File: config.mk
export PLATFORM = sky130hd
export DESIGN_NAME = param_select_scan
export DESIGN_NICKNAME = d
export VERILOG_FILES = /design/src/rtl/param_select_scan.sv
export SDC_FILE = /design/constraint.sdc
export NUM_CORES = 1
export LEC_CHECK = 0
export ABC_AREA = 1
export CORE_MARGIN = 10
export CORE_UTILIZATION = 25
export DETAILED_ROUTE_END_ITERATION = 10
export SYNTH_ARGS = -nofsm -noshare
export SYNTH_HDL_FRONTEND = slang
export SYNTH_SLANG_ARGS = --single-unit
File: constraint.sdc
create_clock -name clk -period 3.95 [get_ports clk]
set_input_delay 0.395 -clock clk [delete_from_list [all_inputs] [get_ports clk]]
set_output_delay 0.395 -clock clk [all_outputs]
set_load 0.05 [all_outputs]
File: src/rtl/param_select_scan.sv
// param_select_scan: registered N-channel selector.
// Direct mode presents the channel given by num; auto-scan mode steps through
// every channel, staying DWELL cycles on each. out, sel_cur and wrap are all
// registered, so out always shows the data of the channel that sel_cur names.
module param_select_scan #(
    parameter int WIDTH = 4,
    parameter int CH    = 8,
    parameter int SELW  = 3,
    parameter int DWELL = 4
) (
    input  logic                  clk,
    input  logic                  rst,
    input  logic                  mode,
    input  logic                  hold,
    input  logic [SELW-1:0]       num,
    input  logic [CH*WIDTH-1:0]   data,
    output logic [WIDTH-1:0]      out,
    output logic [SELW-1:0]       sel_cur,
    output logic                  wrap
);

    // The dwell counter is at least one bit wide so DWELL=1 still elaborates.
    localparam int              DW    = (DWELL > 1) ? $clog2(DWELL) : 1;
    localparam logic [DW-1:0]   DLAST = DW'(DWELL - 1);
    localparam logic [SELW-1:0] LAST  = SELW'(CH - 1);
    // One extra bit so CH = 2^SELW (e.g. 256 with SELW=8) compares correctly.
    localparam logic [SELW:0]   CH_V  = (SELW + 1)'(CH);

    logic [DW-1:0]    dcnt;
    logic [DW-1:0]    next_dcnt;
    logic [SELW-1:0]  next_sel;
    logic             next_wrap;
    logic [WIDTH-1:0] next_out;

    // Next channel, dwell count and wrap flag from the mode/hold rules.
    always_comb begin
        next_sel  = sel_cur;
        next_dcnt = '0;
        next_wrap = 1'b0;
        if (!mode) begin
            // An out-of-range num keeps the previous index.
            if ({1'b0, num} < CH_V) begin
                next_sel = num;
            end
        end else if (hold) begin
            next_dcnt = dcnt;
        end else if (dcnt == DLAST) begin
            next_sel  = (sel_cur == LAST) ? '0 : sel_cur + 1'b1;
            next_wrap = (sel_cur == LAST);
        end else begin
            next_dcnt = dcnt + 1'b1;
        end
    end

    // Pick the data of next_sel from the flattened channel bus.
    always_comb begin
        next_out = '0;
        for (int k = 0; k < CH; k++) begin
            if (next_sel == SELW'(k)) begin
                next_out = data[k*WIDTH +: WIDTH];
            end
        end
    end

    // Register everything together so out and sel_cur never disagree.
    always_ff @(posedge clk or posedge rst) begin
        if (rst) begin
            out     <= '0;
            sel_cur <= '0;
            dcnt    <= '0;
            wrap    <= 1'b0;
        end else begin
            out     <= next_out;
            sel_cur <= next_sel;
            dcnt    <= next_dcnt;
            wrap    <= next_wrap;
        end
    end

endmodule

# Word-level counts from Yosys, hierarchy flattened
# Index checks and enable logic that the tools add are counted.
# Widths: inputs -> output; s select.
# word_totals
wordCells,35
reg_bits,10
# classes
muxes,18
reduce_logical,1
eq_ne,10
addsub,2
# ops
op,n
$mux 4,8
$eq 3x3->1 const B,5
$mux 3,4
$eq 3x2->1 const B,2
$mux 2,3
$add 3x1->3 const B,1
$eq 3x1->1 const B,1
$logic_not 3->1,1
$mux 1,3
$add 2x1->2 const B,1
$eq 2x2->1 const B,1
$ne 2x2->1 const B,1

# Depth between registers and ports, before layout
# depth
depth_word,14
depth_mapped,12
depth_no_buf,12

# Worst setup path before layout
# Ideal clock, no wire load.
# synth_timing
path_kind,reg-to-reg
startpoint,reg sel_cur[0]
endpoint,reg out[1]
synth_period_minus_slack_ns,2.055
stages_incl_launch_ff,12
setup_time_ns,0.132
path_buffers,2
arrival_ns,1.923
path_slack_ns,1.895
path_cell_list,dfrtp_1 > ha_1 > ha_1 > nand3_1 > nand3_1 > nand2_2 > buf_6 > buf_6 > nand4_1 > nand3_1 > o21bai_1 > nand4_1
# synth_via
elab_chain_len,14
# synth_rtl
element,line_no,text
from (decl),18,"output logic [SELW-1:0] sel_cur,"
from (signal assigned),74,sel_cur <= next_sel;
$add 3x1->3 or $eq 3x3->1 (tied branches),48,next_sel = (sel_cur == LAST) ? '0 : sel_cur + 1'b1;
$mux 3,48,
$mux 3,47,end else if (dcnt == DLAST) begin
$mux 3 (*),45,end else if (hold) begin
$mux 3 (*),40,if (!mode) begin
$logic_not 3->1,59,if (next_sel == SELW'(k)) begin
$mux 4 (7 in series),59,
$mux 4 (*),59,
named net next_out[1],33,logic [WIDTH-1:0] next_out;
to (signal assigned),73,out <= next_out;
to (decl),17,"output logic [WIDTH-1:0] out,"
# Mark *: on every way through the listed nets, which the timed path passes. The rest lies on a longest branch.
# A chain may end at the register's enable or synchronous reset.

# Worst setup path after layout
# layout_timing
startpoint,reg sel_cur[0]
endpoint,reg out[3]
# Same word-level chain as after synthesis.

==> flow_metrics.py <==
metrics = {
    "pwr": {
        "p_leak_nw": 0.610,
        "p_per_area_nw_per_um2": 300,
        "irDropWorstVdd_v": 0.0000735,
    },
    "clock_tree": {
        "cts_buffers": 3,
        "root_buffer": "clkbuf_4",
        "cts_resized": 0,
        "cts_max_path_buffers": 2,
        "post_cts_buffers": 0,
        "htreeDepth": 1,
        "clock_sinks": 10,
        "clk_latency_ps": 260,
        "hold_buffers": 0,
        "cts_tree": "built",
        "clk_pin_slew_ps": 60,
    },
    "critical_path": {
        "path_delay_family": "simple AND/OR/NAND/NOR gates",
        "reg2reg_depth": 12,
        "critical_path.startpoint_type": "register",
        "critical_path_arrival_ps": 2300,
        "crit_slowest_cell": "dfrtp_1",
        "regToRegStartpoint": "sel_cur[0]",
        "crit_required_ps": 4070,
        "path_max_fanout": 13,
        "end_kind": "register",
        "max_stage_delay_ps": 420,
        "cp_cell_sequence": "ha_1 -> ha_1 -> nor2_1 -> nand2_1 -> nand3_1 -> nand2_1 -> nand2_1 -> nor2_2 -> inv_2 -> nand2_1 -> o21bai_1 -> nand4_1",
        "cp_num_cells": 12,
        "startpoint": "sel_cur[0]",
        "crit_buf_inv": 1,
        "path_common_cell": "nand2_1",
        "crit_type": "reg -> reg",
    },
    "timing": {
        "setup_violations": 0,
        "setup_ws_ps": 1770,
        "fin_tns_setup_ps": 0,
        "fin_crit_sh_pct": 55.1,
        "hold_viol_final": 0,
        "slew_violations": 0,
        "fin_skew_ps": 0.479,
        "tightest_slew_ps": 509,
        "slew_headroom_pct": 66.0,
        "grt_setup_unrepaired": "no",
        "fmax_mhz": 460,
        "period_minus_slack_ps": 2180,
    },
    "routing": {
        "routed_wl_um": 2650,
        "drc": 0,
        "viasPerCell": 4.47,
        "vias": 925,
        "ant_nets": 0,
        "dr.pass1.iters": 4,
        "wl_per_cell_um": 12.8,
        "drt_iter0_drc": 58,
    },
    "placed_design": {
        "dp_cells": 203,
        "pre_cts_ws_ps": 1540,
        "port_buffers": 46,
        "dp_hpwl_um": 2320,
        "gp_congestion": 0.813,
    },
    "synth": {
        "synth_nets": 159,
        "syn_inst": 117,
        "ys_ff_latch": 10,
        "synth_cell_type_count": 20,
        "synth.largest_area_cell": "dfrtp_1",
        "avgSynthCellArea_um2": 6.97,
        "yosysSeqAreaShare_pct": 30.7,
        "synth_area_leaders": "dfrtp_1, nand2_1, nand3_1",
        "synth_top_area_share_pct": 30.7,
        "syn-cell-area_um2": 816,
        "synth_warnings": 0,
    },
    "floorplan": {
        "start_util_pct": 26.5,
        "die_x_um": 77.1,
        "rows": 20,
        "pin_count": 47,
        "die_area_um2": 5950,
        "die_h_um": 77.1,
        "design.core.area_um2": 3080,
    },
    "layout": {
        "fillerInstances": 339,
        "final_cells": 207,
        "layout.cells.most_common_list": "clkdlybuf4s50_1, nand2_1, nand3_1",
        "final_common_cell": "clkdlybuf4s50_1",
        "fin_nets": 206,
        "drive_above_1_share_pct": 9.82,
        "n_antenna_cell": 0,
        "area_delta_synth_final_pct": 63.3,
    },
    "status": {
        "status": "finished clean",
    },
    "global_routing": {
        "grt.overflow.total": 0,
        "grt_use_total_pct": 8.85,
        "grt_pass1_wl_um": 4440,
        "grt_pass1_vias": 982,
        "grt_antenna_before_repair": 0,
        "grt_max_degree": 21,
    },
    "job": {
        "drv_cap": 0,
    },
    "hold_path": {
        "hold_path.class": "in -> async",
    },
}
## worst paths after layout
| kind | end | slack (ps) |
|---|---|---|
| worst max-delay path | out[3] | 1770 |
| worst min-delay path | wrap | 410 |
| worst max register to register | out[3] | 1770 |
| worst min register to register | dcnt[1] | 520 |
| max in group asynchronous | out[3] | 3290 |
| min in group clk | dcnt[1] | 520 |
## where the power goes
group          internal, mW  total [mW]  switching, mW
clock network        0.0559      0.0886         0.0327
logic                0.0787       0.187          0.109
registers             0.117       0.124        0.00694
## registers in the layout, summed over array words and instances (netlist names)
| register | cells |
|---|---|
| sel_cur | 3 |
| wrap | 1 |
| dcnt | 2 |
| out | 4 |
## cells by family after synthesis
logic type               count (synthesis)  synth area share (%)
AO/OA/AOI/OAI                            5                  4.29
adder cells (fa/ha/maj)                  3                  4.60
AND/OR/NAND/NOR                         81                  49.1
XOR/XNOR                                 1                  1.07
flip-flops                              10                  30.7
buffers and inverters                   17                  10.3
## cell usage after synthesis
library cell  instances
buf_6                 2
o21bai_1              4
nand2_2               2
nor2_1               10
inv_1                 9
xor2_1                1
nand2_4               2
or2_1                 1
nand4_1              12
nand2_1              30
buf_2                 1
nor2_2                2
inv_2                 4
o21ai_0               1
dfrtp_1              10
ha_1                  3
nor3_2                2
nand3_1              19
or2_0                 1
buf_4                 1
## layout make-up
cell class / instances / area (um2) / area share, %
Clock buffer: 4 / 36.3 / 2.72
Inverter: 13 / 48.8 / 3.66
Multi-Input combinational cell: 90 / 482 / 36.2
Sequential cell: 10 / 250 / 18.8
Tap cell: 44 / 55.1 / 4.13
Timing Repair Buffer: 46 / 460 / 34.6
## stage by stage
stage / utilization, % / area [um2] / hold WS [ps] / total power, mW
floorplan: - / 816 / 235 / 0.239
global placement: 42.1 / 1300 / 524 / 0.312
detailed placement: 42.1 / 1300 / 514 / 0.314
CTS: 43.3 / 1330 / 417 / 0.406
global route: 43.3 / 1330 / 437 / 0.430
finish: 43.3 / 1330 / 406 / 0.399
## routing by layer
| metal | up-vias | routed length, um | GRT usage, % |
|---|---|---|---|
| li1 | 480 | - | - |
| met2 | 25 | 1440 | 16.6 |
| met5 | - | 0 | 0 |
| met3 | 2 | 109 | 2.45 |
| met4 | 0 | 6 | 2.19 |
| met1 | 418 | 1100 | 9.38 |
No activity file was read; power rests on OpenSTA's default activity.
